--- config.mk ---
export PLATFORM = sky130hd
export DESIGN_NAME = equ_demapper
export DESIGN_NICKNAME = d
export VERILOG_FILES = /design/src/rtl/equ_demapper.sv
export SDC_FILE = /design/constraint.sdc
export NUM_CORES = 1
export LEC_CHECK = 0
export ABC_AREA = 1
export CAP_MARGIN = 20
export CORE_ASPECT_RATIO = 1.25
export CORE_UTILIZATION = 55
export CTS_CLUSTER_DIAMETER = 100
export DETAILED_ROUTE_END_ITERATION = 8
export GPL_TIMING_DRIVEN = 0
export PLACE_DENSITY = 0.95
export SETUP_SLACK_MARGIN = 0.4
export SLEW_MARGIN = 20
export SYNTH_ARGS = -nofsm -noshare
export SYNTH_HDL_FRONTEND = slang
export SYNTH_SLANG_ARGS = --single-unit
--- constraint.sdc ---
create_clock -name i_clk_demap -period 9.1 [get_ports i_clk_demap]
set_clock_uncertainty 0.1 [all_clocks]
set_input_delay 1.365 -clock i_clk_demap [delete_from_list [all_inputs] [get_ports i_clk_demap]]
set_output_delay 1.365 -clock i_clk_demap [all_outputs]
set_load 0.02 [all_outputs]
--- src/rtl/equ_demapper.sv ---
// Soft demapper: captures one OFDM symbol of 12 equalized subcarriers and
// streams signed LLR pairs (QPSK) or single LLRs (BPSK) under a valid/ready
// handshake, with symbol/slot completion pulses and a sticky overflow flag.
//
// state | meaning
// ------+----------------------------------------------------------
// IDLE  | waiting for an equalized symbol
// SEND  | serializing captured subcarriers, one per accepted transfer
// DONE  | one-cycle symbol completion; may capture the next symbol
module equ_demapper #(
    parameter int DATA_WIDTH = 16,
    parameter int FRAC_WIDTH = 12,
    parameter int LLR_WIDTH  = 8
) (
    input  logic                        i_clk_demap,
    input  logic                        i_rst_n,
    input  logic [2*DATA_WIDTH-1:0]     i_equ [11:0],
    input  logic                        i_done_equ,
    input  logic                        i_mod_qpsk,
    input  logic                        i_ready,
    output logic [LLR_WIDTH-1:0]        o_llr0,
    output logic [LLR_WIDTH-1:0]        o_llr1,
    output logic                        o_valid,
    output logic [3:0]                  o_sc_idx,
    output logic                        o_busy,
    output logic                        o_done_demap_symbol,
    output logic                        o_done_demap_slot,
    output logic                        o_overflow
);

    // LLRs keep 5 fractional bits for QPSK; BPSK drops one more to absorb the re+im sum.
    localparam int QPSK_SHIFT = FRAC_WIDTH - 5;
    localparam int BPSK_SHIFT = FRAC_WIDTH - 4;
    localparam int SW         = DATA_WIDTH + 1;
    localparam logic signed [SW-1:0] LLR_MAX = SW'((1 << (LLR_WIDTH - 1)) - 1);
    localparam logic signed [SW-1:0] LLR_MIN = ~LLR_MAX;

    typedef enum logic [1:0] {IDLE, SEND, DONE} state_t;

    state_t                    state;
    logic [2*DATA_WIDTH-1:0]   buffer [11:0];
    logic                      mod_qpsk;
    logic [3:0]                idx;
    logic [2:0]                sym_cnt;

    logic [DATA_WIDTH-1:0]     cur_re;
    logic [DATA_WIDTH-1:0]     cur_im;
    logic signed [SW-1:0]      ext_re;
    logic signed [SW-1:0]      ext_im;
    logic signed [SW-1:0]      q_re;
    logic signed [SW-1:0]      q_im;
    logic signed [SW-1:0]      b_sum;
    logic signed [SW-1:0]      b_llr;

    function automatic logic [LLR_WIDTH-1:0] sat(input logic signed [SW-1:0] v);
        if (v > LLR_MAX)
            return LLR_MAX[LLR_WIDTH-1:0];
        else if (v < LLR_MIN)
            return LLR_MIN[LLR_WIDTH-1:0];
        else
            return v[LLR_WIDTH-1:0];
    endfunction

    assign cur_re = buffer[idx][2*DATA_WIDTH-1:DATA_WIDTH];
    assign cur_im = buffer[idx][DATA_WIDTH-1:0];
    assign ext_re = {cur_re[DATA_WIDTH-1], cur_re};
    assign ext_im = {cur_im[DATA_WIDTH-1], cur_im};
    assign q_re   = ext_re >>> QPSK_SHIFT;
    assign q_im   = ext_im >>> QPSK_SHIFT;
    assign b_sum  = ext_re + ext_im;
    assign b_llr  = b_sum >>> BPSK_SHIFT;

    assign o_valid             = (state == SEND);
    assign o_busy              = (state == SEND);
    assign o_done_demap_symbol = (state == DONE);
    assign o_done_demap_slot   = (state == DONE) && (sym_cnt == 3'd5);

    // Soft-bit outputs come from the captured word at the current index; zero when idle.
    always_comb begin
        o_llr0   = '0;
        o_llr1   = '0;
        o_sc_idx = '0;
        if (state == SEND) begin
            o_sc_idx = idx;
            if (mod_qpsk) begin
                o_llr0 = sat(q_re);
                o_llr1 = sat(q_im);
            end else begin
                o_llr0 = sat(b_llr);
            end
        end
    end

    // Main sequencer: capture, serialize under handshake, one-cycle completion.
    always_ff @(posedge i_clk_demap or negedge i_rst_n) begin
        if (!i_rst_n) begin
            state    <= IDLE;
            buffer   <= '{default: '0};
            mod_qpsk <= 1'b0;
            idx      <= '0;
        end else begin
            case (state)
                IDLE, DONE: begin
                    if (i_done_equ) begin
                        buffer   <= i_equ;
                        mod_qpsk <= i_mod_qpsk;
                        idx      <= '0;
                        state    <= SEND;
                    end else begin
                        state <= IDLE;
                    end
                end
                SEND: begin
                    if (i_ready) begin
                        if (idx == 4'd11)
                            state <= DONE;
                        else
                            idx <= idx + 4'd1;
                    end
                end
                default: state <= IDLE;
            endcase
        end
    end

    // Symbol position within the slot; wraps after the sixth symbol.
    always_ff @(posedge i_clk_demap or negedge i_rst_n) begin
        if (!i_rst_n)
            sym_cnt <= '0;
        else if (state == DONE)
            sym_cnt <= (sym_cnt == 3'd5) ? 3'd0 : sym_cnt + 3'd1;
    end

    // A symbol arriving mid-serialization is lost; remember that until reset.
    always_ff @(posedge i_clk_demap or negedge i_rst_n) begin
        if (!i_rst_n)
            o_overflow <= 1'b0;
        else if (state == SEND && i_done_equ)
            o_overflow <= 1'b1;
    end

endmodule
### After elaboration in Yosys (flattened, before gate mapping)

Cells that the tools add are included.

| word-level totals | value |
|---|---|
| flip-flop bits (word level) | 395 |
| latch bits | 0 |
| memory bits (writable) | 0 |
| bits in read-only memories | 0 |
| bits of input ports | 389 |
| logic and storage cells | 65 |
| memories | 0 |

| cells by class | value |
|---|---|
| $add $sub $neg | 3 |
| multiply operators | 0 |
| div/mod/pow operators | 0 |
| order comparisons | 7 |
| equality and inequality tests | 8 |
| shift operators | 0 |
| mux-type cells | 22 |
| bitwise logic cells | 0 |
| reductions and logical operators | 8 |

Operators with widths:

| kind | number |
|---|---|
| binary-select mux 32 bit (select 4 bit) | 1 |
| 2-to-1 mux 8 bit | 10 |
| 2-to-1 mux 32 bit | 1 |
| greater-than comparator 9 x 8 -> 1 bit, second input constant | 3 |
| less-than comparator 9 x 8 -> 1 bit, second input constant | 3 |
| adder 16 x 16 -> 17 bit | 1 |
| 2-to-1 mux 4 bit | 4 |
| one-hot mux 4 bit (2 select lines) | 1 |
| != test 2 bit, second input constant | 3 |
| less-than comparator 4 x 5 -> 1 bit, second input constant | 1 |
| adder 4 x 1 -> 4 bit, second input constant | 1 |
| == test 4 bit, second input constant | 1 |
| 2-to-1 mux 2 bit | 2 |
| one-hot mux 2 bit (2 select lines) | 1 |
| AND reduction 2 bit | 2 |
| AND reduction 4 bit | 1 |
| adder 3 x 1 -> 3 bit, second input constant | 1 |
| == test 3 bit, second input constant | 1 |
| 2-to-1 mux 3 bit | 1 |
| == test 2 x 1 -> 1 bit, second input constant | 1 |
| == test 2 bit, second input constant | 1 |
| logical AND 1 bit | 2 |
| zero test 2 bit | 1 |
| != test 2 x 1 -> 1 bit, second input constant | 1 |
| other kinds (3) | 3 |

### Longest topological paths before layout

Gate-level depths: netlist (run 1).

| logic depth | value |
|---|---|
| depth after elaboration | 8 |
| depth in mapped cells | 23 |
| depth with buffers taken out | 20 |

### Worst setup path after synthesis (run 1)

No wires, ideal clock.

| path | value |
|---|---|
| kind | reg-to-output |
| from | register idx[0] |
| to | output port o_llr0[5] |
| arrival time | 2.999 ns |
| required time | 7.635 ns |
| setup slack | 4.636 ns |
| stages on the path, launching flop included | 19 |
| path through | dfrtp_1 buf_2 buf_4 buf_4 buf_4 buf_2 nor2_1 o221ai_1 a32o_1 ha_1 a21oi_1 o21ai_0 nand2_1 o2111ai_1 nand2_1 nand2_1 xor2_1 nand2_1 a21oi_2 |

| between the ends | value |
|---|---|
| longest elaborated chain between the ends | 8 |

Ends and longest elaborated chain:

| item | line | RTL |
|---|---|---|
| from (decl) | 43 | `logic [3:0] idx;` |
| from (signal assigned) | 118 | `idx <= idx + 4'd1;` |
| binary-select mux 32 bit (select 4 bit) * | 64, 65 |  |
| 2-to-1 mux 32 bit (implied by the code) * | 65 | `assign cur_im = buffer[idx][DATA_WIDTH-1:0];` |
| adder 16 x 16 -> 17 bit | 70 | `assign b_sum = ext_re + ext_im;` |
| less-than comparator 9 x 8 -> 1 bit | 58 | `else if (v < LLR_MIN)` |
| 2-to-1 mux 8 bit | 58 |  |
| 2-to-1 mux 8 bit | 56 | `if (v > LLR_MAX)` |
| 2-to-1 mux 8 bit * | 85 | `if (mod_qpsk) begin` |
| 2-to-1 mux 8 bit * | 83 | `if (state == SEND) begin` |
| to (decl) | 21 | `output logic [LLR_WIDTH-1:0] o_llr0,` |

Every way passes the cells marked *; elsewhere a longest branch is shown, timed or not. The select of a mux whose other input is x is not followed.

### Final worst setup path (run 1)

| path | value |
|---|---|
| from | register idx[1] |
| to | output port o_llr0[5] |

The elaborated chain is that of the path after synthesis.

==> run metrics, run 1 <==
number of global-route vias before repair 21175; root buffer cell clkbuf_16; top area cells in the synthesized netlist dfrtp_1 (52%), nand2_1 (25%), o21ai_0 (4.9%); endpoints failing hold 0; Final HPWL DP 61900 um; most used cell along the critical path nand2_1; CTS sink cnt 395; gr usage total 48.1%; core area 33700 um2; LEAKAGE 0.0124 uW; Final #Nets 3351; Top delay family on crit path buffers and inverters; final setup violating endpoints 0; largest net degree at the start of global routing 97; min Tclk post-route 7.61 ns; htree depth 2; Critical Path RT 7.64 ns; status finished, final reports clean; worst path bufs/invs 5; FF+latch count, synth 395; CP Class flop to output pin; Layout area overhead 32.3%; Synth top area share 52.3%; WL/cell 24.8 um; first-pass GRT wire length 123000 um; vias per inst 6.17; post-cts sizing count 0; final wirelength 84100 um; number of port buffers 413; Skew-Pair Late Insertion Delay 0.55 ns; Synth Instances 2487; maximum vdd drop 0.226 mV; row cnt 75; hold crit path type flop to flop; Synth Cell Area 18900 um2; CTS Buffer Depth 3; Die ar. 35100 um2; crit end category output pin; period utilization 83.6%; crit-path cells inv_2 -> buf_2 -> clkbuf_1 -> clkbuf_1 -> o21ai_0 -> o221ai_1 -> o211ai_1 -> nand2_1 -> ha_1 -> a21oi_1 -> o21ai_0 -> nand2_1 -> o2111ai_1 -> nand2_1 -> nand2_1 -> xor2_1 -> nand2_1 -> a21oi_2 -> clkdlybuf4s50_1; RSZ-0062 raised after global routing false; Slew @ Worst Pin 1.09 ns; Post-DRT Antenna Nets 0; die width 168 um; fmax 131 MHz; fill count 2370; Die Span Y 209 um; gr ovfl total 0; GP Congestion 0.994; I/O pins 414; critical path startpoint category flop; pwr dens 408 nW/um2; post-CTS setup buffers 0; diode count 0; Yosys warnings 0; Seq/Total Area, Yosys 52.3%; initial antenna violation count 0; CTS tree built; max incr delay on CP 0.86 ns; initial core utilization 56.1%; hold buffers post-CTS 0; slowest CP cell clkbuf_1; CTS Buf Count 40; layout cells sized above 1 4.44%; crit-path max FO 10; post-placement cell count 3327; DR pass1 iterations 8; via count 20939; mean post-synth cell area 7.60 um2; area leader, netlist dfrtp_1; Yosys cell types 35; Mapped Nets 2892; fin util 74.3%; pins over their slew limit 0; max cap viols 0; crit path DAT 6.14 ns; DRC Markers 0; Initial DRC Count 2916; clock slew at reported path FFs 0.06 ns; max_slew headroom 27.2%; Non-Filler Instances 3395
power breakdown:
| group | leakage, uW | total (uW) | switching (uW) | internal, uW |
|---|---|---|---|---|
| Combinational | 0.00676 | 5420 | 3630 | 1780 |
| Clock | 0.000669 | 1700 | 717 | 986 |
| Sequential | 0.00496 | 3090 | 551 | 2540 |
| Total | 0.0124 | 10200 | 4900 | 5310 |
placed cells by master, fill, tap and decap left out, drive strengths merged:
| cell | Yosys | layout |
|---|---|---|
| nand2 | 1273 | 1273 |
| clkdlybuf4s50 | 0 | 412 |
| dfrtp | 395 | 395 |
| nor2 | 215 | 215 |
| o21ai | 194 | 194 |
| clkbuf | 119 | 180 |
| o221ai | 46 | 46 |
| o22ai | 44 | 44 |
| buf | 39 | 44 |
| inv | 33 | 33 |
| a21oi | 33 | 33 |
| nand3 | 27 | 27 |
| ha | 16 | 16 |
| o211ai | 15 | 15 |
| a32o | 14 | 14 |
| clkinv | 0 | 6 |
| a31oi | 4 | 4 |
| xor2 | 4 | 4 |
| o21a | 3 | 3 |
| nor3 | 3 | 3 |
| nand4 | 2 | 2 |
| nor4 | 2 | 2 |
| xnor2 | 2 | 2 |
| o21bai | 2 | 2 |
| a21o | 1 | 1 |
| o2111ai | 1 | 1 |
| bufinv | 0 | 1 |
worst register-to-register path, cell delays in order (launching register included):
cell	delay (ns)
dfrtp_1	0.37
nor2_1	0.61
clkbuf_1	0.73
buf_1	0.85
nand2_1	0.16
nand2_1	0.15
synth_stat cells, drive strengths merged:
cell and instances:
o21ai 194, o21a 3, a21o 1, clkbuf 119, inv 33, nor3 3, nor2 215, o221ai 46
ha 16, nand4 2, buf 39, nand3 27, o211ai 15, dfrtp 395, nand2 1273, a32o 14
nor4 2, a31oi 4, o21bai 2, o22ai 44, o2111ai 1, xnor2 2, xor2 4, a21oi 33
kinds of logic (layout without fill, tap and decap cells):
family	Yosys count	after routing	synth area share, %
compound gates	357	357	11.5
xor+xnor	6	6	0.278
fa+ha+maj	16	16	1.06
buf+inv	191	676	4.10
flops	395	395	52.3
simple gates	1522	1522	30.7
sequential cells by signal, indices dropped and copies added (netlist names):
| signal | count |
|---|---|
| idx | 4 |
| buffer | 384 |
| mod_qpsk | 1 |
| o_overflow | 1 |
| state | 2 |
| sym_cnt | 3 |
path summary, 6_finish.rpt:
path                            cells after the start           to         from  slack, ns
worst min register to register                      2  buffer[166]  buffer[166]       0.37
worst max-delay path                               19    o_llr0[5]       idx[1]       1.49
max in group asynchronous                           3   sym_cnt[0]      i_rst_n       6.94
worst min-delay path                                2  buffer[166]  buffer[166]       0.37
worst max register to register                      5  buffer[134]     state[0]       6.06
min in group asynchronous                           1    buffer[6]      i_rst_n       0.68
metrics by stage:
stage / instance area (um2) / setup slack (ns) / hold slack, ns / TNS (ns) / total power, uW
2_1_floorplan: 18900 / 4.64 / 0.337 / 0 / 6040
3_3_place_gp: 23600 / -9.85 / 0.347 / -3865.83 / 8100
3_5_place_dp: 23700 / 2.32 / 0.353 / 0 / 8230
4_1_cts: 25000 / 1.74 / 0.368 / 0 / 9970
5_1_grt: 25000 / 1.44 / 0.377 / 0 / 10600
6_report: 25000 / 1.49 / 0.368 / 0 / 10200
metal layers:
| layer | global-route usage, % | wire length, um | up-vias |
|---|---|---|---|
| li1 | - | - | 8880 |
| met2 | 77.1 | 38400 | 1737 |
| met5 | 0 | 0 | - |
| met1 | 55.9 | 28600 | 9833 |
| met3 | 11.6 | 9590 | 489 |
| met4 | 37.3 | 7540 | 0 |
layout make-up:
cell class                      count  area [um2]  share of cell area [%]
Clock buffer                       61        1270                    5.08
Buffer                            158         649                    2.60
Multi-Input combinational cell   1901        8250                    33.0
Timing Repair Buffer              417        4250                    17.0
Sequential cell                   395        9880                    39.5
Inverter                           33         126                   0.505
Tap cell                          423         529                    2.12
Clock inverter                      7        60.1                   0.240
No activity file was read; power rests on OpenSTA's default activity.
==> run 2, diff against run 1 <==
CORE_UTILIZATION = 46   (was 55)
PLACE_DENSITY = 0.89   (was 0.95)
clock period = 6.2 ns   (was 9.1 ns; I/O delays follow)
==> run 2 against run 1 <==
Net effect:
- core utilization down 11 points
- non-clock buffer count grew 2
- global-route usage down 9.9 points
- sequential share of layout area shrank 0.52 points
- setup slack got worse by 1.0 ns
- register-to-register slack worse by 2.7 ns
- sequential power grew 46%
- largest cell class unchanged
- highest routed layer is now met5
==> run metrics, run 2 (synthesis results as in run 1) <==
Post-DRT Antenna Nets 0 (unchanged); Die ar. 41900 um2 (+19%); endpoints failing hold 0 (unchanged); maximum vdd drop 0.501 mV (+120%); final wirelength 80300 um (-4.5%); Final #Nets 3354 (+0.090%); largest net degree at the start of global routing 103 (+6.2%); status finished, final reports clean; CTS tree built; Non-Filler Instances 3530 (+4.0%); initial core utilization 46.9% (-9.2 points); pre-CTS WS -0.265 ns (-2.58 ns); LEAKAGE 0.0125 uW (+1.2%); min Tclk post-route 5.71 ns; Initial DRC Count 2273 (-22%); final setup violating endpoints 0 (unchanged); multi-input combinational cell area 8280 um2 (+0.39%); crit-path max FO 10 (unchanged); CTS Buffer Depth 3 (unchanged); max_slew headroom 41.3% (+14 points); crit path DAT 4.68 ns (-1.46 ns); clock slew at reported path FFs 0.06 ns (about the same); layout cells sized above 1 5.94% (+1.5 points); Slew @ Worst Pin 0.880 ns (-0.213 ns); fmax 175 MHz; commonest non-fill, non-tap cell in the layout nand2_1; hold slack 0.155 ns (-0.212 ns); Skew-Pair Late Insertion Delay 0.55 ns (about the same); top flop regs buffer: 384 flops, idx: 4 flops, sym_cnt: 3 flops; CTS Buf Count 41 (+2.5%); worst setup margin 0.494 ns (-0.999 ns); Die Span Y 229 um (+9.3%); crit end category output pin; GP Congestion 0.966 (-2.9%); initial antenna violation count 3 (+3); DR pass1 iterations 8 (unchanged); RSZ-0062 raised after global routing false; htree depth 2 (unchanged); CP Class flop to output pin; pwr dens 584 nW/um2 (+43%); Largest Register buffer; gr usage total 38.2% (-9.9 points); via count 20186 (-3.6%); max cap viols 0 (unchanged); hold buffers post-CTS 0 (unchanged); period utilization 92.0%; Final HPWL DP 61400 um (-0.82%); I/O pins 414 (unchanged); DRC Markers 0 (unchanged); gr ovfl total 0 (unchanged); die width 183 um (+9.2%); row cnt 82 (+9.3%); Critical Path RT 5.17 ns (-2.47 ns); pins over their slew limit 0 (unchanged); most frequent cells in the layout nand2_1 (1265), clkdlybuf4s50_1 (404), dfrtp_1 (394), nor2_1 (213), o21ai_0 (183); critical path startpoint category flop; number of global-route vias before repair 20146 (-4.9%); core area 40300 um2 (+20%); WL/cell 22.7 um (-8.2%); hold crit path type input pin to async pin; first-pass GRT wire length 118000 um (-4.6%); design area 25400 um2 (+1.3%); Largest register FFs 384 (unchanged); Layout area overhead 34.1%; number of port buffers 413 (unchanged); Reg area 9890 um2 (about the same); vias per inst 5.72 (-7.3%); cells on worst reg2reg path 5 (unchanged); dpl cell area 23800 um2 (+0.66%); post-placement cell count 3450 (+3.7%); CTS sink cnt 395 (unchanged); root buffer cell clkbuf_16; fill count 3388 (+43%)
run 2: changes by cell type in the layout (fill, tap and decap cells not counted), sizes merged:
cell / previous run / this run
clkinv: 6 / 9
clkdlybuf4s50: 412 / 404
bufinv: 1 / 5
dlygate4sd2: 0 / 1
buf: 44 / 47
clkinvlp: 0 / 1
clkbuf: 180 / 183
inv: 33 / 35
diode: 0 / 3
run 2: path summary, 6_finish.rpt:
kind                                  start           to  slack [ns]
max in group asynchronous           i_rst_n  buffer[286]        4.55
worst max-delay path                 idx[0]    o_llr0[7]        0.49
worst min-delay path                i_rst_n   buffer[80]        0.16
min in group i_clk_demap        buffer[206]  buffer[206]        0.37
worst min register to register  buffer[206]  buffer[206]        0.37
worst max register to register     state[0]  buffer[276]        3.31
run 2: timing repair:
action / 4_1_cts / 5_1_grt
buffers inserted: 0 / 2
resized for setup: 59 / 31
hold endpoints to repair: 0 / 0
endpoints found under the setup margin: 8 / 8
pin swaps: 1 / 2
run 2: metal layers:
layer	routed length, um	track usage, %	vias up
li1	-	-	8896
met3	8400	8.54	380
met2	37300	61.8	1389
met4	6430	26.8	2
met1	28200	45.0	9519
met5	13	0	-
run 2: metrics by stage:
step | total power (uW) | setup TNS [ns] | utilization [%]
after floorplan | 8870 | 0 | -
after detailed placement | 11900 | -1.19 | 59.1
final | 14800 | 0 | 62.9
after global routing | 15600 | 0 | 62.9
after global placement | 11800 | -4904.92 | 58.8
after CTS | 14500 | 0 | 62.8
run 2: final cells by class:
class	count	share of cell area, %
clock buffers	58	4.62
multi-input cells	1901	32.7
inverters	33	0.508
flip-flops and latches	395	39.0
well taps	546	2.69
repair buffers	419	16.7
clock inverters	17	0.883
plain buffers	158	2.94
diodes	3	0.0296
run 2: critical path, cell delays in order (launching register included):
cell,delay (ns)
dfrtp_2,0.46
inv_2,0.09
buf_2,0.23
clkbuf_2,0.28
o21ai_0,0.31
o22ai_1,0.15
o211ai_1,0.47
nand2_1,0.22
ha_1,0.40
nand2_1,0.19
nor2_1,0.10
o211ai_1,0.21
nand3_1,0.12
nor2_1,0.13
nand3_2,0.10
nand2_2,0.11
nand3_1,0.07
o21ai_1,0.12
dlygate4sd2_1,0.35
run 2: power by group:
part	internal [uW]	total, uW	leakage, uW	switching [uW]
clock	1530	2620	0.000687	1080
combinational	2550	7700	0.00689	5150
sequential	3730	4500	0.00496	764
total	7820	14800	0.0125	6990
